**src/rtl/stream_map_addk.sv**
```systemverilog
// stream_map_addk: elastic per-lane add/sub map over a valid/ready stream.
// Optional STREAM_MAP_SAT_EN: saturating arithmetic plus a sat_flag output.
module stream_map_addk #(
    parameter int WIDTH  = 8,
    parameter int LANES  = 1,
    parameter int STAGES = 2,
    parameter int K      = 1
) (
    input  logic                   clk,
    input  logic                   rst_n,
    input  logic [1:0]             mode,
    input  logic [WIDTH-1:0]       addend,
    input  logic [WIDTH*LANES-1:0] sIn,
    input  logic                   sIn_valid,
    output logic                   sIn_ready,
    output logic [WIDTH*LANES-1:0] sOut,
    output logic                   sOut_valid,
    input  logic                   sOut_ready,
`ifdef STREAM_MAP_SAT_EN
    output logic                   sat_flag,
`endif
    output logic [15:0]            count
);

    localparam logic [WIDTH-1:0] KW = WIDTH'(K);

    logic [WIDTH*LANES-1:0] r_data [STAGES];
    logic [STAGES-1:0]      r_vld;
    logic                   r_init;
    logic [15:0]            r_count;
    logic [STAGES-1:0]      w_load;
    logic [WIDTH*LANES-1:0] w_res;
    logic                   w_acc;
`ifdef STREAM_MAP_SAT_EN
    logic [STAGES-1:0]      r_sat;
    logic                   w_clip;
`endif

    always_comb begin
        logic [WIDTH:0]   v_ext;
        logic [WIDTH-1:0] v_op;
        logic [WIDTH-1:0] v_lane;
        w_res = '0;
`ifdef STREAM_MAP_SAT_EN
        w_clip = 1'b0;
`endif
        for (int i = 0; i < LANES; i++) begin
            v_ext  = '0;
            v_op   = (mode == 2'd0) ? KW : addend;
            v_lane = sIn[i*WIDTH +: WIDTH];
            case (mode)
                2'd0, 2'd1: v_ext = {1'b0, v_lane} + {1'b0, v_op};
                2'd2:       v_ext = {1'b0, v_lane} - {1'b0, v_op};
                default:    v_ext = {1'b0, v_lane};
            endcase
            v_lane = v_ext[WIDTH-1:0];
`ifdef STREAM_MAP_SAT_EN
            // bit WIDTH is carry for add, borrow for sub
            if (v_ext[WIDTH]) begin
                v_lane = (mode == 2'd2) ? '0 : '1;
                w_clip = 1'b1;
            end
`endif
            w_res[i*WIDTH +: WIDTH] = v_lane;
        end
    end

    // a stage may load when empty or when its beat leaves this cycle
    always_comb begin
        logic v_go;
        v_go = sOut_ready;
        for (int j = STAGES - 1; j >= 0; j--) begin
            v_go      = !r_vld[j] || v_go;
            w_load[j] = v_go;
        end
    end

    assign sIn_ready  = r_init && w_load[0];
    assign w_acc      = sIn_valid && sIn_ready;
    assign sOut       = r_data[STAGES-1];
    assign sOut_valid = r_vld[STAGES-1];
    assign count      = r_count;
`ifdef STREAM_MAP_SAT_EN
    assign sat_flag   = r_sat[STAGES-1];
`endif

    always_ff @(posedge clk or negedge rst_n) begin
        if (!rst_n) begin
            r_vld   <= '0;
            r_init  <= 1'b0;
            r_count <= '0;
            for (int j = 0; j < STAGES; j++) begin
                r_data[j] <= '0;
            end
`ifdef STREAM_MAP_SAT_EN
            r_sat   <= '0;
`endif
        end else begin
            r_init <= 1'b1;
            if (sOut_valid && sOut_ready) begin
                r_count <= r_count + 16'd1;
            end
            if (w_load[0]) begin
                r_vld[0] <= w_acc;
                if (w_acc) begin
                    r_data[0] <= w_res;
`ifdef STREAM_MAP_SAT_EN
                    r_sat[0]  <= w_clip;
`endif
                end
            end
            for (int j = 1; j < STAGES; j++) begin
                if (w_load[j]) begin
                    r_vld[j] <= r_vld[j-1];
                    if (r_vld[j-1]) begin
                        r_data[j] <= r_data[j-1];
`ifdef STREAM_MAP_SAT_EN
                        r_sat[j]  <= r_sat[j-1];
`endif
                    end
                end
            end
        end
    end

endmodule
```
**config.mk**
```make
export PLATFORM = sky130hd
export DESIGN_NAME = stream_map_addk
export DESIGN_NICKNAME = d
export VERILOG_FILES = /design/src/rtl/stream_map_addk.sv
export SDC_FILE = /design/constraint.sdc
export NUM_CORES = 1
export LEC_CHECK = 0
export ABC_AREA = 1
export BUFFER_PORTS_ARGS = -buffer_cell sky130_fd_sc_hd__buf_2
export CORE_MARGIN = 10
export CORE_UTILIZATION = 40
export DETAILED_ROUTE_END_ITERATION = 8
export PLACE_DENSITY = 0.63
export SLEW_MARGIN = 20
export SYNTH_ARGS = -nofsm -noshare
export SYNTH_HDL_FRONTEND = slang
export SYNTH_SLANG_ARGS = --single-unit
```
**constraint.sdc**
```tcl
create_clock -name clk -period 4.35 [get_ports clk]
set_input_delay 0.435 -clock clk [delete_from_list [all_inputs] [get_ports clk]]
set_output_delay 0.435 -clock clk [all_outputs]
set_load 0.05 [all_outputs]
```
==> results.sh <==
export IMPL_wl_um=4119
export IMPL_min_period_ns=2.305
export IMPL_synthesis_instances=237
export IMPL_outcome="finished clean"
export IMPL_h_tree_depth=2
export IMPL_dieHeight_um=92.13
export IMPL_p_per_area_nw_per_um2=508.7
export IMPL_hpwl_um=3367
export IMPL_cts_setup_buffers=0
export IMPL_viasPerCell=4.580
export IMPL_dr_pass1_iters=4
export IMPL_final_cell_count_no_fill=352
export IMPL_hold_viol=0
export IMPL_max_cap_viol_count=0
export IMPL_hp_class="input pin to asynchronous set/reset pin"
export IMPL_period_share_pct=53.00
export IMPL_crit_path_end_kind="flop"
export IMPL_grt_start_max_net_pins=36
export IMPL_vias=1612
export IMPL_dieArea_um2=8487
export IMPL_slew_headroom_pct=49.68
export IMPL_post_cts_resized=0
export IMPL_cts_hold_buf=0
export IMPL_core_rowCount=26
export IMPL_setup_violations=0
export IMPL_start_util_pct=41.00
export IMPL_ant_nets=0
export IMPL_antenna_found_initial=0
export IMPL_pin_count=48
export IMPL_core_area_um2=5075
export IMPL_finalNetCount=312
export IMPL_syn_area_um2=2081
export IMPL_cp_max_fo=9
export IMPL_fmax_mhz=433.8
export IMPL_io_buffers=47
export IMPL_ys_types=33
export IMPL_dieWidth_um=92.13
export IMPL_cts_buffers=5
export IMPL_yosys_warnings=0
export IMPL_grt_pass1_vias=1621
export IMPL_ys_seq_area_share_pct=42.09
export IMPL_fillers=515
export IMPL_r2r_start="count[1]$_DFFE_PN0P_"
export IMPL_critPathRequiredTime_ns=4.53
export IMPL_place_inst=344
export IMPL_gp_congestion=0.7941
export IMPL_numClockSinks=35
export IMPL_arrival_ns=2.49
export IMPL_syn_area_per_cell_um2=8.780
export IMPL_drt_iter0_drc=57
export IMPL_rsz0062_at_grt="false"
export IMPL_ys_ff_latch=35
export IMPL_peakVddDrop_v=0.0002123
export IMPL_cp_cell_sequence="buf_2 > inv_2 > nand2_2 > inv_1 > nor2_1 > inv_1 > nor2_1 > o21ai_0 > o31ai_1 > inv_1 > ha_1 > a21oi_1 > nand2_1 > a21oi_1 > nand3_1 > nand3_1 > nand2_1 > nand3_1 > nand2_1"
export IMPL_clk_pin_slew_ns=0.07
export IMPL_leakage_uw=0.001358
export IMPL_crit_slowest_cell="ha_1"
export IMPL_regToRegSetupSlack_ns=2.71
export IMPL_post_drt_wl_per_cell_um=11.70
export IMPL_fin_skew_ns=0.006070
export IMPL_fin_tns_setup_ns=0
export IMPL_reg2reg_depth=8
export IMPL_track_usage_pct=9.990
export IMPL_clk_latency_ns=0.29
export IMPL_syn2layout_area_growth_pct=17.08
export IMPL_most_common_layout_cells="nand2_1 (51), buf_2 (47), dfrtp_1 (35)"
export IMPL_crit_type="input pin to flop"
export IMPL_slew_violations=0
export IMPL_syn_nets=268
export IMPL_overflow=0
export IMPL_n_antenna_cell=0
export IMPL_tightest_slew_ns=0.7548
export IMPL_cts_max_path_buffers=2
export IMPL_r2r_end="count[14]$_DFFE_PN0P_"
export IMPL_cts_root_buf="clkbuf_8"
export IMPL_cts_tree="done"
export IMPL_cp_start_kind="input pin"
export IMPL_drt_drc_violations_left=0
export IMPL_drive_gt1_share_pct=26.95
export IMPL_slowest_delay_ns=0.33
export IMPL_final_common_cell="nand2_1"
export IMPL_grt_pass1_wl_um=6982
-- metal layers --
metal  up-vias  track usage [%]  share of wire, %
met1       733            10.95                43
met2        41            16.12                46
met5         -                0                 0
met4         0            5.398               2.3
met3         6            4.156               8.6
li1        832                -                 -
-- final cells by class --
type	count	area, um^2	share of cell area (%)
sequential	35	875.8	35.95
clock buffer	8	100.1	4.109
timing repair buffer	47	235.2	9.656
tap	70	87.58	3.595
multi-input combinational	158	1010	41.45
inverter	34	127.6	5.239
-- synthesized netlist by cell type, drive strengths merged --
cell	n	area, um^2
nand4	3	18.77
o31ai	1	7.510
buf	8	60.06
mux2i	1	10.01
xor2	14	122.6
mux2	5	56.30
nand3	10	67.57
conb	1	3.750
nor3	3	42.54
o211ai	1	7.510
ha	8	100.1
nand2	55	216.5
or2	1	6.260
inv	34	127.6
clkbuf	2	7.510
xnor2	9	86.34
a22oi	1	7.510
nand3b	1	20.02
o21ai	17	85.08
o22ai	3	18.77
a21oi	7	35.03
fa	1	20.02
nor2	15	71.32
dfrtp	35	875.8
a31oi	1	6.260
-- logic make-up after synthesis --
kind of cell	after synthesis	synth area share [%]
flip-flops	35	42.09
AO/OA/AOI/OAI	31	8.058
multiplexers	6	3.187
adder cells (fa/ha/maj)	9	5.773
XOR/XNOR	23	10.04
AND/OR/NAND/NOR	88	21.29
other	1	0.1802
buffers and inverters	44	9.381
-- metrics by stage --
step | util (%) | setup WS (ns) | area [um^2] | power, uW | hold WS [ns]
6_report | 48.00 | 2.045 | 2436 | 1239 | 0.2156
5_1_grt | 48.00 | 1.732 | 2436 | 1322 | 0.2629
4_1_cts | 48.00 | 2.047 | 2436 | 1258 | 0.2396
3_5_place_dp | 46.03 | 1.742 | 2336 | 1002 | 0.4677
3_3_place_gp | 46.03 | 1.850 | 2336 | 993.4 | 0.4530
2_1_floorplan | - | 2.131 | 2081 | 910.4 | 0.1394
-- report_power, final --
group / internal [uW] / total (uW) / switching, uW / leakage, uW
clock network: 144 / 253 / 108 / 0.0000515
logic: 143 / 516 / 373 / 0.000866
registers: 405 / 470 / 65.0 / 0.000440
total: 693 / 1240 / 547 / 0.00136
-- flip-flops by register name, summed over array words and instances (netlist names) --
name    cells
sOut        8
r_init      1
r_vld       2
r_data      8
count      16
-- worst max-delay path: cells and delay by family --
kind | cells | cell delay (ns)
AO/OA/AOI/OAI | 4 | 0.52
AND/OR/NAND/NOR | 9 | 0.83
buffers and inverters | 5 | 0.36
adder cells (fa/ha/maj) | 1 | 0.33
-- worst max path at each step --
| stage | startpoint | to | slack (ns) | depth (start not counted) |
|---|---|---|---|---|
| 6_report | mode[0] | r_data[15]$_DFFE_PN0P_ | 2.04 | 19 |
| 5_1_grt | mode[0] | r_data[15]$_DFFE_PN0P_ | 1.73 | 19 |
| 4_1_cts | mode[0] | r_data[15]$_DFFE_PN0P_ | 2.05 | 19 |
| 3_5_place_dp | mode[0] | r_data[15]$_DFFE_PN0P_ | 1.74 | 19 |
| 3_3_place_gp | mode[0] | r_data[15]$_DFFE_PN0P_ | 1.85 | 19 |
| 2_1_floorplan | mode[0] | r_data[15]$_DFFE_PN0P_ | 2.13 | 18 |
No activity file was read; power rests on OpenSTA's default activity.
